[config.mk]
export PLATFORM = sky130hd
export DESIGN_NAME = sound_request_scheduler
export DESIGN_NICKNAME = d
export VERILOG_FILES = /design/src/rtl/sound_request_scheduler.sv
export SDC_FILE = /design/constraint.sdc
export NUM_CORES = 1
export LEC_CHECK = 0
export BUFFER_PORTS_ARGS = -buffer_cell sky130_fd_sc_hd__buf_4
export CAP_MARGIN = 20
export CORE_ASPECT_RATIO = 1.75
export CORE_UTILIZATION = 45
export DETAILED_ROUTE_END_ITERATION = 10
export PLACE_DENSITY = 0.69
export SYNTH_ARGS = -nofsm -noshare
export SYNTH_HDL_FRONTEND = slang
export SYNTH_SLANG_ARGS = --single-unit
[constraint.sdc]
create_clock -name clock -period 1.6 [get_ports clock]
set_input_delay 0.08 -clock clock [delete_from_list [all_inputs] [get_ports clock]]
set_output_delay 0.08 -clock clock [all_outputs]
set_load 0.05 [all_outputs]
[src/rtl/sound_request_scheduler.sv]
// Sound request scheduler: latches one-shot requests per source and feeds the single
// song player by fixed priority, with a start-ack window, playback watchdog and silent gap.
module sound_request_scheduler #(
   parameter  int unsigned NUM_REQ        = 4,
   parameter  int unsigned ACK_CYCLES     = 16,
   parameter  int unsigned GAP_CYCLES     = 1_000_000,
   parameter  int unsigned TIMEOUT_CYCLES = 100_000_000,
   localparam int unsigned IDW            = (NUM_REQ > 1) ? $clog2(NUM_REQ) : 1
) (
   input  logic                 clock,
   input  logic                 reset,
   input  logic [NUM_REQ-1:0]   req,
   input  logic [2*NUM_REQ-1:0] req_sound,
   input  logic                 player_busy,
   output logic                 play_sound,
   output logic [1:0]           sound,
   output logic [IDW-1:0]       grant_id,
   output logic                 active,
   output logic [NUM_REQ-1:0]   dropped,
   output logic                 timeout
);

   // Zero-length windows collapse to a single cycle so every state is always visited.
   localparam int unsigned ACK_EFF  = (ACK_CYCLES == 0) ? 1 : ACK_CYCLES;
   localparam int unsigned GAP_EFF  = (GAP_CYCLES == 0) ? 1 : GAP_CYCLES;
   localparam int unsigned TO_EFF   = (TIMEOUT_CYCLES == 0) ? 1 : TIMEOUT_CYCLES;
   localparam logic [31:0] ACK_LAST = 32'(ACK_EFF - 1);
   localparam logic [31:0] GAP_LAST = 32'(GAP_EFF - 1);
   localparam logic [31:0] TO_LAST  = 32'(TO_EFF - 1);

   typedef enum logic [1:0] {
      ST_IDLE    = 2'd0,
      ST_LAUNCH  = 2'd1,
      ST_PLAYING = 2'd2,
      ST_GAP     = 2'd3
   } state_t;

   state_t               state_r;
   state_t               state_nx_s;
   logic [31:0]          cnt_r;
   logic [31:0]          cnt_nx_s;
   logic [NUM_REQ-1:0]   pend_r;
   logic [1:0]           code_r [NUM_REQ];
   logic [NUM_REQ-1:0]   dropped_r;
   logic                 play_r;
   logic                 play_nx_s;
   logic                 timeout_r;
   logic                 timeout_nx_s;
   logic                 active_r;
   logic                 active_nx_s;
   logic [1:0]           sound_r;
   logic [IDW-1:0]       grant_id_r;
   logic [IDW-1:0]       sel_s;
   logic                 any_pend_s;
   logic                 grant_s;

   // Lowest pending index wins.
   always_comb begin
      sel_s      = '0;
      any_pend_s = |pend_r;
      for (int i = int'(NUM_REQ) - 1; i >= 0; i--) begin
         if (pend_r[i]) begin
            sel_s = IDW'(i);
         end else begin
            sel_s = sel_s;
         end
      end
   end

   // Next-state, counter and strobe logic; the counter restarts on every state entry.
   always_comb begin
      state_nx_s   = state_r;
      cnt_nx_s     = cnt_r;
      play_nx_s    = 1'b0;
      timeout_nx_s = 1'b0;
      grant_s      = 1'b0;
      case (state_r)
         ST_IDLE: begin
            cnt_nx_s = 32'd0;
            if (any_pend_s) begin
               grant_s    = 1'b1;
               play_nx_s  = 1'b1;
               state_nx_s = ST_LAUNCH;
            end else begin
               state_nx_s = ST_IDLE;
            end
         end
         ST_LAUNCH: begin
            if (player_busy) begin
               cnt_nx_s   = 32'd0;
               state_nx_s = ST_PLAYING;
            end else if (cnt_r == ACK_LAST) begin
               cnt_nx_s   = 32'd0;
               state_nx_s = ST_GAP;
            end else begin
               play_nx_s  = 1'b1;
               cnt_nx_s   = cnt_r + 32'd1;
            end
         end
         ST_PLAYING: begin
            if (!player_busy) begin
               cnt_nx_s   = 32'd0;
               state_nx_s = ST_GAP;
            end else if (cnt_r == TO_LAST) begin
               timeout_nx_s = 1'b1;
               cnt_nx_s     = 32'd0;
               state_nx_s   = ST_GAP;
            end else begin
               cnt_nx_s = cnt_r + 32'd1;
            end
         end
         ST_GAP: begin
            if (cnt_r == GAP_LAST) begin
               cnt_nx_s   = 32'd0;
               state_nx_s = ST_IDLE;
            end else begin
               cnt_nx_s = cnt_r + 32'd1;
            end
         end
         default: begin
            cnt_nx_s   = 32'd0;
            state_nx_s = ST_IDLE;
         end
      endcase
      active_nx_s = (state_nx_s == ST_LAUNCH) || (state_nx_s == ST_PLAYING);
   end

   // FSM state, counter and registered player-facing outputs.
   always_ff @(posedge clock or negedge reset) begin
      if (!reset) begin
         state_r    <= ST_IDLE;
         cnt_r      <= 32'd0;
         play_r     <= 1'b0;
         timeout_r  <= 1'b0;
         active_r   <= 1'b0;
         sound_r    <= 2'd0;
         grant_id_r <= '0;
      end else begin
         state_r   <= state_nx_s;
         cnt_r     <= cnt_nx_s;
         play_r    <= play_nx_s;
         timeout_r <= timeout_nx_s;
         active_r  <= active_nx_s;
         if (grant_s) begin
            sound_r    <= code_r[sel_s];
            grant_id_r <= sel_s;
         end else begin
            sound_r    <= sound_r;
            grant_id_r <= grant_id_r;
         end
      end
   end

   // Pending slots: a new request on a slot being granted refills it without a drop.
   always_ff @(posedge clock or negedge reset) begin
      if (!reset) begin
         pend_r    <= '0;
         dropped_r <= '0;
         for (int i = 0; i < int'(NUM_REQ); i++) begin
            code_r[i] <= 2'd0;
         end
      end else begin
         for (int i = 0; i < int'(NUM_REQ); i++) begin
            if (req[i]) begin
               pend_r[i]    <= 1'b1;
               code_r[i]    <= req_sound[2*i +: 2];
               dropped_r[i] <= pend_r[i] & ~(grant_s && (sel_s == IDW'(i)));
            end else if (grant_s && (sel_s == IDW'(i))) begin
               pend_r[i]    <= 1'b0;
               dropped_r[i] <= 1'b0;
            end else begin
               dropped_r[i] <= 1'b0;
            end
         end
      end
   end

   assign play_sound = play_r;
   assign sound      = sound_r;
   assign grant_id   = grant_id_r;
   assign active     = active_r;
   assign dropped    = dropped_r;
   assign timeout    = timeout_r;

endmodule

## Yosys cells after proc, flatten, opt, wreduce, memory -nomap -nowiden

Cells that the tools add are included.

- Bits in registers: 57
- Bits of input ports: 15
- Output and inout port bits: 11
- Logic and storage cells: 90

- Add/sub/neg operators: 1
- Order comparisons: 1
- Eq/ne operators: 11
- Multiplexer cells: 40
- Bitwise operators: 9
- Reduce and logical (&&, ||, !) cells: 12

Operators with widths:

| operator | count |
|---|---|
| 32-bit 2-to-1 mux | 5 |
| 32-bit one-hot mux with 4 select lines | 1 |
| 32-bit by 1-bit adder with 32-bit output (second input constant) | 1 |
| 32-bit by 20-bit == test with 1-bit output (second input constant) | 1 |
| 32-bit by 27-bit == test with 1-bit output (second input constant) | 1 |
| 32-bit by 4-bit == test with 1-bit output (second input constant) | 1 |
| 2-bit 2-to-1 mux | 11 |
| 1-bit 2-to-1 mux | 20 |
| 2-bit == test (second input constant) | 5 |
| 2-bit one-hot mux with 4 select lines | 1 |
| 2-bit nonzero test | 4 |
| 2-bit by 1-bit == test with 1-bit output (second input constant) | 3 |
| 1-bit bitwise AND | 4 |
| 2-bit binary-select mux with 2-bit select | 1 |
| 1-bit logical AND | 4 |
| 2-bit zero test | 2 |
| 1-bit NOT | 4 |
| 4-bit OR reduction | 1 |
| 3-bit >= comparator (second input constant) | 1 |
| 2-bit NOT with 3-bit output | 1 |
| 1-bit one-hot mux with 2 select lines | 1 |
| 1-bit logical OR | 1 |

## Logic depth before layout (Yosys ltp)

Gate-level depths: netlist (run 1).

- Depth in word-level cells: 9
- Depth in mapped cells: 8
- Mapped depth without buffers: 6

## Worst setup path after synthesis (run 1)

Ideal clock, no wire load.

- Kind: register -> register
- From: reg cnt_r[0]
- To: reg cnt_r[10]
- Arrival time: 1.569 ns
- Slack: -0.092 ns
- Stages on the path, launching flop included: 8
- Path through: dfrtp_1 > ha_1 > and3_1 > nand4_1 > nor3_2 > o22a_2 > buf_6 > a21oi_1

- Longest elaborated chain between the ends: 4
- Elaborated cells between the ends (all ways): 10
- Classes of those cells: add/sub (1); eq/ne (3); mux (6)

RTL lines:

| item | RTL line | text |
|---|---|---|
| start: declaration | 40 | `logic [31:0] cnt_r;` |
| start signal: assignment | 140 | `cnt_r <= cnt_nx_s;` |
| 32-bit by 1-bit adder with 32-bit output (tied with other cells) | 97, 109, 117 |  |
| 32-bit 2-to-1 mux, on equally long branches | 104, 92 |  |
| 32-bit 2-to-1 mux, on equally long branches | 101, 89 |  |
| 32-bit one-hot mux with 4 select lines * | 77 | `case (state_r)` |
| named net cnt_nx_s[10] | 41 | `logic [31:0] cnt_nx_s;` |

Mark *: on every way through the listed nets, which the timed path passes. The rest lies on a longest branch.
A chain may end at the register's enable or synchronous reset.

## Worst setup path in the final report (run 1)

- From: reg cnt_r[0]
- To: reg cnt_r[0]

The elaborated chain is that of the path after synthesis.

==> results of run 1 <==
[worst max-delay path, stage by stage, from the launching register on]
cell	delay [ns]
dfrtp_1	0.41
ha_4	0.17
and3_4	0.18
nand4_1	0.11
buf_6	0.16
nor3_4	0.16
o22a_4	0.23
buf_12	0.15
a21oi_1	0.09
[routing by layer]
layer / GRT usage / routed length, um
met5: 0 / 0
met4: 0.140 / 305
met3: 0.0572 / 251
met2: 0.494 / 4730
met1: 0.237 / 2850
[cell type report]
cell class / count / share of cell area
multi-input cells: 195 / 0.367
flip-flops and latches: 57 / 0.341
repair buffers: 106 / 0.215
well taps: 80 / 0.0239
inverters: 5 / 0.00448
clock buffers: 14 / 0.0412
clock inverters: 2 / 0.00837
[path summary, 6_finish.rpt]
| path | from | endpoint | slack [ns] | cells past startpoint |
|---|---|---|---|---|
| setup reg to reg | cnt_r[0] | cnt_r[0] | -0.20 | 8 |
| hold reg to reg | grant_id[1] | grant_id[1] | 0.50 | 2 |
| setup / recovery | cnt_r[0] | cnt_r[0] | -0.20 | 8 |
| min in group asynchronous | reset | play_sound | 0.34 | 2 |
| max in group asynchronous | reset | dropped[3] | 0.78 | 2 |
| hold / removal | player_busy | state_r[1] | 0.08 | 3 |
[where the power goes]
group	internal [mW]	switching, mW	leakage (nW)
sequential	1.60	0.166	0.717
clock	0.846	0.556	0.107
combinational	0.449	0.416	0.996
[synth_stat cells, types with 2 or more instances]
master    n  area (sq um)
nor3_1   14          70.1
nor2_1   10          37.5
and2_1    4          25.0
or3_1     2          12.5
nor4_2    3          37.5
and4_1    5          43.8
nand2_1  18          67.6
dfrtp_1  57          1430
nand4_1  13          81.3
a21oi_1  32           160
mux2_2   11           124
mux4_2    2          45.0
nor4_1    4          25.0
a21o_1    2          15.0
buf_6     4          45.0
nand3_1  14          70.1
o21ai_0   2          10.0
buf_4     3          22.5
and3_1    7          43.8
inv_1     5          18.8
nor3_2    2          20.0
xor2_1   15           131
xnor2_1  15           131
[kinds of logic after synthesis]
kind of cell,count (synthesis),share of synthesized area
AOI/OAI and AO/OA,44,0.0921
muxes,14,0.0621
xor gates and xnor gates,30,0.0912
buffers and inverters,16,0.0369
DFF,57,0.495
and+or+nand+nor,106,0.218
adders and majority gates,1,0.00434
[sequential cells by signal, indices dropped and copies added (netlist names)]
signal / count
cnt_r: 32
sound: 2
grant_id: 2
play_sound: 1
active: 1
state_r: 2
dropped: 4
timeout: 1
pend_r: 4
code_r: 8
[through the flow]
stage,setup TNS (ns),cells
floorplan,-1.09,268
global placement,-5.02,425
detailed placement,-7.39,425
CTS,-5.11,457
global route,-9.16,459
finish,-5.95,459
[timing repair]
action,in CTS,in global routing
endpoints found under the setup margin,38,40
hold buffers,13,0
setup buffers,3,1
endpoints found under the hold margin,71,0
pin swaps,9,14
cloned,0,1
gates resized for setup,15,25
==> flow_summary.json, run 1 <==
{
  "status": "complete, but fails checks",
  "violations": "negative setup slack",
  "power_density_nw_per_um2": 962,
  "finalPower_mw": 4.03,
  "worstPathRequired_ns": 1.82,
  "first_pass_iters": 5,
  "irDropWorstVdd_v": 0.000833,
  "drive_gt1_frac": 0.430,
  "ys_warn_count": 0,
  "layout_common_cells": "buf_4, dfrtp_1, nand2_1, a21oi_1",
  "finish.utilization": 0.678,
  "max_freq_mhz": 556,
  "antenna_cells": 0,
  "synthArstFlopShare": 1.00,
  "yosys_register_bits": 57,
  "post-route-period-util": 1.12,
  "setup_viol": 37,
  "cts.sinks": 57,
  "skew_ns": 0.0106,
  "min_period_ns": 1.80,
  "synth-edff-count": 0,
  "leakagePower_nw": 1.82,
  "synthDistinctLibCells": 47,
  "groute.usage.overall": 0.254,
  "nFillCells": 460,
  "start_util": 0.466,
  "cp-start-kind": "register",
  "finalMaxSlewViolations": 0,
  "rsz0062_at_grt": "true",
  "drt_wl_total_um": 8140,
  "min_path_type": "in2reg",
  "syn_nets": 284,
  "die_w_um": 62.5,
  "drtIter0Drc": 62,
  "vias": 2545,
  "worst_pin_slew_ns": 0.717,
  "cts_buffers": 9,
  "hold_ws_ns": 0.0819,
  "place_congestion": 0.876,
  "fin_nets": 390,
  "clkLatencyLatePin_ns": 0.34,
  "hold_violations": 0,
  "post-place-ws_ns": -0.235,
  "die_y_um": 108,
  "avgSynthCellArea_sq_um": 10.7,
  "ys_seq_area_frac": 0.495,
  "coreArea_sq_um": 6180,
  "crit_arrival_ns": 2.02,
  "cap_violations": 0,
  "ant_nets": 0,
  "cts_tree": "yes",
  "synth-main-ff-cell": "dfrtp_1",
  "layout_commonest_cell": "buf_4",
  "post_drt_wl_per_cell_um": 17.7,
  "grt_pass1_wl_um": 12700,
  "dp_hpwl_um": 5430,
  "syn_inst": 268,
  "area_growth_pct": 45.4,
  "grt_max_degree": 58,
  "root_buffer": "clkbuf_8",
  "rows": 38,
  "placed_area_sq_um": 3620,
  "port_buffers": 25,
  "antenna_found_initial": 0,
  "multi_input_area_sq_um": 1540,
  "syn_area_sq_um": 2880,
  "htreeDepth": 3,
  "first_global_vias": 2743,
  "critPathMaxFanout": 16,
  "ff_latch_area_sq_um": 1430,
  "critPathKind": "reg2reg",
  "die_area_sq_um": 6740,
  "grt-ovfl-total": 0,
  "ios": 26,
  "drc": 0,
  "slew_headroom": 0.522,
  "cts_buffer_depth": 2,
  "crit_path_end_kind": "register",
  "setup_slack_ns": -0.198,
  "vias_per_cell": 5.54,
  "clkTransAtPathRegs_ns": 0.07,
  "fin_area_sq_um": 4190
}
(Power assumes the default switching activity.)
==> inputs of run 2 (changes only) <==
Settings changed: CORE_MARGIN set to 4.
==> run 2 against run 1 <==
  * The run still ends with negative setup slack left
  * Total power is 2.0% higher
  * Clock skew down 0.0050 ns
  * Sequential power hardly changed
  * First-iteration DRC count up 100%
  * Critical path depth stayed put
  * Sequential share of layout area down 0.19 points
  * Routed wire length grew 1.8%
  * Final area increased by 0.57%
  * Combinational power rose by 13%
  * Worst hold slack got worse by 0.020 ns
  * Core utilization down 0.14 points
  * Largest cell class unchanged
==> flow_summary.json, run 2 (same netlist as run 1, synthesis figures left out) <==
{
  "clkTransAtPathRegs_ns": 0.06,
  "p_sw_frac": 0.279,
  "crit_path_end_kind": "register",
  "cts_tree": "yes",
  "regMostFlops": "cnt_r",
  "cp-start-kind": "register",
  "crit_arrival_ns": 2.00,
  "die_area_sq_um": 7790,
  "cts.sinks": 57,
  "dp_hpwl_um": 5230,
  "hold_violations": 0,
  "drive_gt1_frac": 0.420,
  "die_y_um": 114,
  "ios": 26,
  "slowest_delay_ns": 0.39,
  "min_period_ns": 1.78,
  "antenna_found_initial": 0,
  "finalMaxSlewViolations": 0,
  "area_growth_pct": 46.2,
  "worst_pin_slew_ns": 0.715,
  "intPower_mw": 2.96,
  "pwr-share-seq": 0.426,
  "vias": 2577,
  "setup_slack_ns": -0.177,
  "violations": "negative setup slack",
  "first_pass_iters": 4,
  "rsz0062_at_grt": "true",
  "drtIter0Drc": 126,
  "start_util": 0.462,
  "leakagePower_nw": 1.86,
  "post-route-period-util": 1.11,
  "fin_area_sq_um": 4210,
  "p_switching_mw": 1.15,
  "irDropWorstVdd_v": 0.000996,
  "critPathKind": "reg2reg",
  "cp_cell_sequence": "ha_4, and3_4, nand4_1, buf_6, nor3_4, o22a_4, clkbuf_16, a21oi_1",
  "layout_commonest_cell": "buf_4",
  "htreeDepth": 3,
  "post-place-ws_ns": -0.279,
  "groute.usage.overall": 0.233,
  "post_drt_wl_per_cell_um": 18.0,
  "status": "complete, but fails checks",
  "cap_violations": 0,
  "reg.largest.list": "cnt_r: 32 flops, code_r: 8 flops",
  "clkLatencyLatePin_ns": 0.34,
  "grt_pass1_wl_um": 13200,
  "critPathMaxFanout": 8,
  "root_buffer": "clkbuf_8",
  "largest_reg_flops": 32,
  "first_global_vias": 2773,
  "place_congestion": 0.881,
  "max_freq_mhz": 563,
  "cts_buffers": 9,
  "finalNonFillerCells": 461,
  "nFillCells": 441,
  "min_path_type": "in2reg",
  "power_density_nw_per_um2": 976,
  "hold_ws_ns": 0.0618,
  "skew_ns": 0.00560,
  "grt-ovfl-total": 0,
  "drt_wl_total_um": 8280,
  "antenna_cells": 0,
  "setup_viol": 37,
  "dp_cells": 423,
  "coreArea_sq_um": 6230,
  "combPwrFrac": 0.237,
  "rows": 38,
  "cp_slowest_cell": "dfrtp_1",
  "vias_per_cell": 5.59,
  "port_buffers": 25,
  "slew_headroom": 0.523,
  "grt_max_degree": 58,
  "fin_nets": 392,
  "finalPower_mw": 4.11,
  "placed_area_sq_um": 3600,
  "drc": 0,
  "cts_buffer_depth": 2,
  "die_w_um": 68.5,
  "layout_common_cells": "buf_4, dfrtp_1, a21oi_1",
  "p_clk_frac": 0.337,
  "worstPathRequired_ns": 1.82,
  "ant_nets": 0
}
==> run 2: layout make-up <==
cell class / count / area, sq um / share of cell area
Tap cell: 80 / 100 / 0.0238
Clock buffer: 14 / 173 / 0.0410
Clock inverter: 2 / 35.0 / 0.00832
Sequential cell: 57 / 1430 / 0.339
Timing Repair Buffer: 108 / 928 / 0.220
Inverter: 5 / 18.8 / 0.00446
Multi-Input combinational cell: 195 / 1530 / 0.363
==> run 2: metrics by stage <==
step	utilization	setup TNS (ns)
after detailed placement	0.578	-8.43
after global routing	0.676	-8.35
after global placement	0.578	-9.34
final	0.676	-5.03
after CTS	0.652	-5.12
after floorplan	-	-1.09
==> run 2: path summary, 6_finish.rpt <==
kind / from / end / slack, ns / cells after the start
max: cnt_r[1] / cnt_r[2] / -0.18 / 8
min: player_busy / timeout / 0.06 / 3
max reg2reg: cnt_r[1] / cnt_r[2] / -0.18 / 8
min reg2reg: grant_id[0] / grant_id[0] / 0.52 / 1
max in group asynchronous: reset / play_sound / 0.78 / 2
min in group asynchronous: reset / dropped[1] / 0.33 / 2
==> run 2: what timing repair did <==
| item | 4_1_cts | 5_1_grt |
|---|---|---|
| hold buffers | 14 | 0 |
| setup buffers | 5 | 3 |
| gates resized for setup | 11 | 24 |
| hold endpoints to repair | 71 | 0 |
| pin swaps | 1 | 5 |
| cloned | 1 | 1 |
| endpoints found under the setup margin | 38 | 42 |
==> run 2: layer usage <==
| layer | vias up | part of all wire | GRT usage |
|---|---|---|---|
| li1 | 1192 | - | - |
| met1 | 1274 | 0.34 | 0.225 |
| met5 | - | 0 | 0 |
| met2 | 81 | 0.57 | 0.417 |
| met4 | 0 | 0.046 | 0.145 |
| met3 | 30 | 0.042 | 0.0552 |
==> run 2: worst max-delay path, delay by kind of cell, from the launching register on <==
kind / cells / cell delay, ns
flops: 1 / 0.39
compound gates: 2 / 0.32
fa+ha+maj: 1 / 0.16
buf+inv: 2 / 0.34
simple gates: 3 / 0.45
==> run 2: power by group through the flow <==
stage	logic, mW	clock network [mW]	registers, mW
2_1_floorplan	0.360	0	1.80
3_3_place_gp	0.807	0	1.74
3_5_place_dp	0.829	0	1.75
4_1_cts	0.918	1.42	1.73
5_1_grt	1.06	1.48	1.77
6_report	0.975	1.38	1.75
